[src/rtl/mux_arbiter.sv]
// rtl/mux_arbiter.sv - round-robin owner arbiter driving the select lines of a ttl74153 4:1 mux
// Optional macro MUX_ARBITER_TIMEOUT_EN adds a tenure limit that forces release when others wait.
module mux_arbiter #(
  parameter int unsigned SETTLE_CYCLES  = 2,
  parameter int unsigned TIMEOUT_CYCLES = 15
) (
  input  logic       Clk,
  input  logic       Reset_n,
  input  logic [3:0] Req,
  output logic [3:0] Grant,
  output logic [1:0] S,
  output logic       Valid,
  output logic       Busy
);

  generate
    if (SETTLE_CYCLES < 1 || SETTLE_CYCLES > 7) begin : g_bad_settle
      $error("mux_arbiter: SETTLE_CYCLES out of range 1..7");
    end
    if (TIMEOUT_CYCLES < 1 || TIMEOUT_CYCLES > 255) begin : g_bad_timeout
      $error("mux_arbiter: TIMEOUT_CYCLES out of range 1..255");
    end
  endgenerate

  typedef enum logic [1:0] {IDLE, SETTLE, OWN} state_t;

  state_t     state, state_nxt;
  logic [1:0] ptr, ptr_nxt;
  logic [2:0] settle_cnt, settle_cnt_nxt;
  logic [3:0] grant_nxt;
  logic [1:0] s_nxt;
  logic       valid_nxt, busy_nxt;
  logic [1:0] pick;
  logic       pick_found;
  logic       owner_req;
  logic       release_now;

`ifdef MUX_ARBITER_TIMEOUT_EN
  logic [7:0] tenure, tenure_nxt;
`endif

  // S always holds the owner index while in SETTLE/OWN
  assign owner_req = Req[S];

  // Round-robin search starting just after the last owner; k=4 wraps to ptr itself
  always_comb begin
    logic [1:0] idx;
    pick       = ptr;
    pick_found = 1'b0;
    idx        = ptr;
    for (int k = 1; k <= 4; k++) begin
      idx = ptr + 2'(k);
      if (!pick_found && Req[idx]) begin
        pick       = idx;
        pick_found = 1'b1;
      end
    end
  end

  always_comb begin
    state_nxt      = state;
    ptr_nxt        = ptr;
    settle_cnt_nxt = settle_cnt;
    grant_nxt      = Grant;
    s_nxt          = S;
    valid_nxt      = Valid;
    release_now    = 1'b0;
`ifdef MUX_ARBITER_TIMEOUT_EN
    tenure_nxt     = tenure;
`endif
    case (state)
      IDLE: begin
        grant_nxt = 4'b0000;
        valid_nxt = 1'b0;
        if (pick_found) begin
          state_nxt      = SETTLE;
          s_nxt          = pick;
          grant_nxt      = 4'b0001 << pick;
          settle_cnt_nxt = 3'(SETTLE_CYCLES);
        end
      end
      SETTLE: begin
        if (!owner_req) begin
          release_now = 1'b1;
        end else if (settle_cnt <= 3'd1) begin
          state_nxt      = OWN;
          valid_nxt      = 1'b1;
          settle_cnt_nxt = 3'd0;
`ifdef MUX_ARBITER_TIMEOUT_EN
          tenure_nxt     = 8'd1;
`endif
        end else begin
          settle_cnt_nxt = settle_cnt - 3'd1;
        end
      end
      OWN: begin
        if (!owner_req) begin
          release_now = 1'b1;
`ifdef MUX_ARBITER_TIMEOUT_EN
        end else if (tenure == 8'(TIMEOUT_CYCLES)) begin
          // Saturated tenure only yields when someone else is waiting
          if ((Req & ~Grant) != 4'b0000) release_now = 1'b1;
        end else begin
          tenure_nxt = tenure + 8'd1;
`endif
        end
      end
      default: state_nxt = IDLE;
    endcase

    if (release_now) begin
      state_nxt      = IDLE;
      grant_nxt      = 4'b0000;
      valid_nxt      = 1'b0;
      ptr_nxt        = S;
      settle_cnt_nxt = 3'd0;
`ifdef MUX_ARBITER_TIMEOUT_EN
      tenure_nxt     = 8'd0;
`endif
    end
    busy_nxt = (state_nxt != IDLE);
  end

  always_ff @(posedge Clk or negedge Reset_n) begin
    if (!Reset_n) begin
      state      <= IDLE;
      ptr        <= 2'd3;
      settle_cnt <= 3'd0;
      Grant      <= 4'b0000;
      S          <= 2'd0;
      Valid      <= 1'b0;
      Busy       <= 1'b0;
`ifdef MUX_ARBITER_TIMEOUT_EN
      tenure     <= 8'd0;
`endif
    end else begin
      state      <= state_nxt;
      ptr        <= ptr_nxt;
      settle_cnt <= settle_cnt_nxt;
      Grant      <= grant_nxt;
      S          <= s_nxt;
      Valid      <= valid_nxt;
      Busy       <= busy_nxt;
`ifdef MUX_ARBITER_TIMEOUT_EN
      tenure     <= tenure_nxt;
`endif
    end
  end

endmodule

[config.mk]
export PLATFORM = sky130hd
export DESIGN_NAME = mux_arbiter
export DESIGN_NICKNAME = d
export VERILOG_FILES = /design/src/rtl/mux_arbiter.sv
export SDC_FILE = /design/constraint.sdc
export NUM_CORES = 1
export LEC_CHECK = 0
export ABC_CLOCK_PERIOD_IN_PS = 1900
export BUFFER_PORTS_ARGS = -buffer_cell sky130_fd_sc_hd__buf_2
export CORE_ASPECT_RATIO = 1.2
export CORE_MARGIN = 3
export CORE_UTILIZATION = 27
export DETAILED_ROUTE_END_ITERATION = 10
export GPL_TIMING_DRIVEN = 0
export PLACE_DENSITY = 0.56
export SYNTH_ARGS = -nofsm -noshare
export SYNTH_HDL_FRONTEND = slang
export SYNTH_SLANG_ARGS = --single-unit
export TNS_END_PERCENT = 100
[constraint.sdc]
create_clock -name Clk -period 1.9 [get_ports Clk]
set_input_delay 0.38 -clock Clk [delete_from_list [all_inputs] [get_ports Clk]]
set_output_delay 0.38 -clock Clk [all_outputs]
set_load 0.1 [all_outputs]
==> results of run 1 <==
how the worst max path moves through the flow:
stage,startpoint,to,slack [ps]
2_1_floorplan,S[0],settle_cnt[1],30
3_3_place_gp,state[1],Busy,100
3_5_place_dp,ptr[0],Grant[0],80
4_1_cts,state[0],Busy,50
5_1_grt,state[1],Busy,4
6_report,state[0],Busy,160
worst reg2reg max path, cell delays in order, from the launching register on:
cell and delay, ps:
dfrtp_1 420, inv_1 100, ha_2 280, o41a_1 290
o32ai_1 130, a31o_2 240, a211oi_1 180
layer usage:
layer | track usage | wire length (µm)
met5 | 0 | 0
met4 | 0.0289 | 29
met3 | 0.0378 | 95
met2 | 0.187 | 1040
met1 | 0.142 | 1010
Yosys cell counts, drive strengths merged:
library cell  instances  area (µm²)
or3                   1        6.26
o211ai                1        7.51
o21ai                 4        20.0
and3b                 1        8.76
nand3                 3        15.0
nor2                  7        26.3
or4b                  1        13.8
a211oi                1        7.51
nand2                 9        36.3
a31o                  2        17.5
dfstp                 2        52.6
dfrtp                13         325
o21a                  1        7.51
o32ai                 2        17.5
nor2b                 2        12.5
ha                    6        75.1
mux4                  1        22.5
and2                  1        6.26
nand2b                3        18.8
nor4b                 1        8.76
a311oi                1        8.76
a21oi                 8        43.8
o211a                 1        10.0
o21ba                 1        10.0
a21boi                1        7.51
inv                   6        22.5
o2111ai               1        8.76
mux2i                 3        30.0
nor3                  4        20.0
clkbuf                1        3.75
buf                   3        21.3
o311ai                1        16.3
and2b                 2        17.5
or4                   1        7.51
o41a                  1        11.3
o31ai                 2        15.0
nor4                  1        6.26
kinds of logic after synthesis:
logic type | synth area share
compound gates | 0.216
buf+inv | 0.0492
flops | 0.391
fa+ha+maj | 0.0777
mux | 0.0544
simple gates | 0.211
flip-flops by register name, summed over array words and instances, names as in the netlist:
name and cells:
Busy 1, Grant 4, S 2, Valid 1, ptr 2, settle_cnt 3
state 2
metrics by stage:
stage                      util  instances  worst slack, ps
after floorplan               -        100             32.6
after global placement    0.319        150             95.0
after detailed placement  0.319        150             76.4
after CTS                 0.332        154             50.5
after global routing      0.335        154             4.31
final                     0.335        154              155
area by class of cell:
type | count | area [µm²]
clock inverter | 1 | 5.00
multi-input combinational | 75 | 548
sequential | 15 | 383
buffer | 4 | 25.0
clock buffer | 3 | 41.3
timing repair buffer | 13 | 65.1
tap | 37 | 46.3
inverter | 6 | 22.5
fill | 357 | 2260
==> results.md, run 1 <==
* Syn-to-layout area delta at 17.6%
* Syn nets at ~110
* Clock Path Buffers at 2
* GRT Util Overall at 0.114
* First-pass DRT Iterations at 4
* Post-route design area at around 1100 µm²
* Hold Path Class: primary input to asynchronous set/reset pin
* Yosys reg bits at 15
* Pin count of the biggest net entering global routing at 16
* Remaining Overflow, GRT at 0
* Synth Cell Area at slightly below 1000 µm²
* Top Ports at 14
* Sequential cell area fraction in the yosys report at 0.391
* Status: finished clean
* Clk sinks at 15
* Placer Congestion at just under 0.8
* WP data arrival at around 1900 ps
* Fmax at 573 MHz
* Die Y at around 72 µm
* DR WL/cell at around 14 µm
* TritonCTS buffer count at 3
* Initial antenna violation count at 0
* CTS Hold Bufs at 0
* Die X at approximately 60 µm
* CP Launch Type: register
* WHS at about 23 ps
* Yosys Warn Count at 0
* Critical path's top delay family: compound AO/OA/AOI/OAI gates
* Instance area after placement at approximately 1100 µm²
* Worst slew margin at 0.676
* Drt first-iter violations at 21
* Worst-Margin Slew at about 500 ps
* Fin nets at between 100 and 150
* TNS Setup at 0 ps
* Crit. End Element: register
* Clock Root Buffer: clkbuf_8
* WS Path Type: register to register
* Worst r2r src: state[0]
* Antenna-violating nets left at 0
* FF-to-FF setup slack at between 150 and 200 ps
* RSZ-0062 raised after global routing: no
* Final setup viols at 0
* Crit path cell chain: inv_1 -> ha_2 -> o41a_1 -> o32ai_1 -> a31o_2 -> a211oi_1
* Die area at about 4300 µm²
* CP max FO at 7
* Insertion delay to the later sink of the worst-skew pair at between 200 and 300 ps
* Vias in the first global route at between 800 and 900
* Initial Utilization at 0.284
* Tcrit/Tclk final at 0.918
* Post-CTS Setup Repair Bufs at 0
* PortBufs at 13
* Clock Skews at about 10 ps
* Worst path depth at 6
* Commonest non-fill, non-tap cell in the layout: buf_2
* Cells after Synth at 100
* Final Slew Violations at 0
* Total Wirelength at 2170 µm
* CORE AREA at 3400 µm²
* CTS HTree Levels at 1
* Worst path slowest cell: dfrtp_1
* # DRC at 0
* Reg-to-reg endpoint: Busy
* Max-Cap Viols at 0
* Commonest non-fill, non-tap cells in the layout: buf_2, dfrtp_1, nand2_1
* Mean post-synth cell area at approximately 9.7 µm²
* Cts repair resizes at 0
* R2r worst-path depth at 6
* Post-synth cell types at 40
* Row count at 23
* First-pass GRT wire length at about 3800 µm
* Final worst path period need at around 1700 ps
* Layout cells sized above 1 at 0.308
* Clock Pin Slew Worst Setup and Hold Paths at 70 ps
* CP bufs+invs at 1
* CTS tree: yes
* Crit path required time at 2060 ps
* Ant. Diodes at 0
* DP HPWL at around 1600 µm
* Average via count per standard cell at between 5 and 6
* Slowest cell delay on critical path at 420 ps
* Vias at roughly 800
* Hold Vio Cnt, Final at 0
Power of run 1 is left out: the tool's default activity adds up to more than one toggle a clock period on the data nets, which glitch-free logic cannot reach.
==> run 2, diff against run 1 <==
--- a/config.mk
+++ b/config.mk
@@ -9,10 +9,10 @@
 export BUFFER_PORTS_ARGS = -buffer_cell sky130_fd_sc_hd__buf_2
 export CORE_ASPECT_RATIO = 1.2
 export CORE_MARGIN = 3
-export CORE_UTILIZATION = 27
+export CORE_UTILIZATION = 45
 export DETAILED_ROUTE_END_ITERATION = 10
 export GPL_TIMING_DRIVEN = 0
-export PLACE_DENSITY = 0.56
+export PLACE_DENSITY = 0.77
 export SYNTH_ARGS = -nofsm -noshare
 export SYNTH_HDL_FRONTEND = slang
 export SYNTH_SLANG_ARGS = --single-unit
==> run 2 against run 1 <==
  * Register-to-register slack hardly changed
  * Flip-flop and latch count is the same
  * Critical path depth is 1 lower
  * Non-clock buffer count grew 1
  * Final area shrank 2.0%
  * Clock-buffer cell count stayed put
  * Clock skew shrank 6.3 ps
  * Critical endpoint is now settle_cnt[2]
==> results.md, run 2 (synthesis results as in run 1) <==
* Status: finished clean
* Hold Path Class: primary input to asynchronous set/reset pin
* Vias at 828 (+0.98%)
* Die area at 2740 µm² (-37%)
* Final setup viols at 0 (unchanged)
* Row count at 17 (-26%)
* Largest register FFs at 4 (unchanged)
* Average via count per standard cell at 5.67 (+6.5%)
* WS Path Type: register to register
* Reg-to-reg endpoint: settle_cnt[2]
* CP max FO at 10 (+3)
* Final worst path period need at 1740 ps (-2.36 ps)
* CORE AREA at 1940 µm² (-43%)
* CP bufs+invs at 1 (unchanged)
* Final Slew Violations at 0 (unchanged)
* Fillers at 185 (-48%)
* DP HPWL at 1590 µm (-1.1%)
* Commonest non-fill, non-tap cells in the layout: buf_2, dfrtp_1, nand2_1
* CP Capture Point: settle_cnt[2]
* Worst path depth at 5 (-1)
* Fin nets at 131 (+0.77%)
* Worst path slowest cell: dfrtp_4
* Layout cells sized above 1 at 0.297 (-0.0111)
* Crit path cell chain: mux4_2 -> buf_6 -> nand2_2 -> or4b_4 -> a21oi_2
* FF-to-FF setup slack at 160 ps (about the same)
* Ant. Diodes at 0 (unchanged)
* Non-filler cells in the finished layout at 146 (-5.2%)
* TritonCTS buffer count at 3 (unchanged)
* Vias in the first global route at 817 (-1.1%)
* Register Area at 383 µm² (unchanged)
* Crit path required time at 2110 ps (+50 ps)
* R2r worst-path depth at 5 (-1)
* Top Ports at 14 (unchanged)
* Tcrit/Tclk final at 0.917 (-0.00124)
* # DRC at 0 (unchanged)
* WP data arrival at 1960 ps (+60 ps)
* Pin count of the biggest net entering global routing at 16 (unchanged)
* Top flop regs: Grant x4, settle_cnt x3
* Syn-to-layout area delta at 15.3%
* DR WL/cell at 14.1 µm (about the same)
* First-pass GRT wire length at 3590 µm (-5.3%)
* Clock Root Buffer: clkbuf_4
* Slowest cell delay on critical path at 510 ps (+90 ps)
* CTS HTree Levels at 1 (unchanged)
* Antenna-violating nets left at 0 (unchanged)
* Fmax at 574 MHz (+0.14%)
* First-pass DRT Iterations at 5 (+1)
* Clock Path Buffers at 2 (unchanged)
* TNS Setup at 0 ps (unchanged)
* Pre-CTS WS at 83.1 ps (+6.68 ps)
* Remaining Overflow, GRT at 0 (unchanged)
* Clock Pin Slew Worst Setup and Hold Paths at 90 ps (+20 ps)
* Final Core Density at 0.575 (+0.241)
* Worst slew margin at 0.678 (+0.00162)
* Die Y at 56.8 µm (-21%)
* GRT Util Overall at 0.179 (+0.0657)
* RSZ-0062 raised after global routing: no
* Drt first-iter violations at 13 (-38%)
* Clock Skews at 3.97 ps (-6.33 ps)
* PortBufs at 13 (unchanged)
* Most flop-heavy register: Grant
* Worst r2r src: S[0]
* Die X at 48.3 µm (-20%)
* Critical path's top delay family: simple AND/OR/NAND/NOR gates
* Initial antenna violation count at 0 (unchanged)
* Multi-input logic area at 546 µm² (-0.46%)
* CP Launch Type: register
* Worst-Margin Slew at 486 ps (-2.44 ps)
* Setup crit start: S[0]
* Initial Utilization at 0.499 (+0.215)
* Total Wirelength at 2060 µm (-5.2%)
* Crit. End Element: register
* Commonest non-fill, non-tap cell in the layout: buf_2
* Insertion delay to the later sink of the worst-skew pair at 280 ps (+20 ps)
* Fin worst setup slack at 158 ps (+2.36 ps)
* Hold Vio Cnt, Final at 0 (unchanged)
* CTS tree: yes
* Placed insts at 141 (-6.0%)
* Clk sinks at 15 (unchanged)
* Placer Congestion at 0.806 (+3.2%)
* Max-Cap Viols at 0 (unchanged)
[run 2: what timing repair did]
item,CTS,global route
hold buffers,1,0
setup buffers,0,0
hold endpoints to repair,13,0
setup endpoints to repair,0,1
resized for setup,0,1
[run 2: metrics by stage]
| stage | hold WS, ps | area (µm²) |
|---|---|---|
| 6_report | 523 | 1110 |
| 4_1_cts | 528 | 1110 |
| 3_3_place_gp | 297 | 1070 |
| 2_1_floorplan | 84.4 | 971 |
| 3_5_place_dp | 304 | 1070 |
| 5_1_grt | 535 | 1110 |
[run 2: per-layer routing]
metal  vias up  wire [µm]  track usage
met3         4         68       0.0385
li1        406          -            -
met2        15       1050        0.282
met1       403        912        0.228
met4         0         23       0.0692
met5         -          0            0
[run 2: layout make-up]
| class | instances | area share |
|---|---|---|
| multi-input combinational | 75 | 0.490 |
| timing repair buffer | 14 | 0.0674 |
| inverter | 6 | 0.0202 |
| tap | 28 | 0.0315 |
| clock buffer | 3 | 0.0202 |
| buffer | 4 | 0.0225 |
| clock inverter | 1 | 0.00449 |
| sequential | 15 | 0.344 |
[run 2: worst min-delay path by stage]
stage	cells past startpoint	slack (ps)	endpoint	start
6_report	2	520	settle_cnt[0]	Reset_n
3_3_place_gp	1	300	Busy	Reset_n
5_1_grt	2	540	settle_cnt[1]	Reset_n
2_1_floorplan	0	80	Busy	Reset_n
4_1_cts	2	530	settle_cnt[0]	Reset_n
3_5_place_dp	1	300	Busy	Reset_n
Power of run 2 is left out for the same reason.
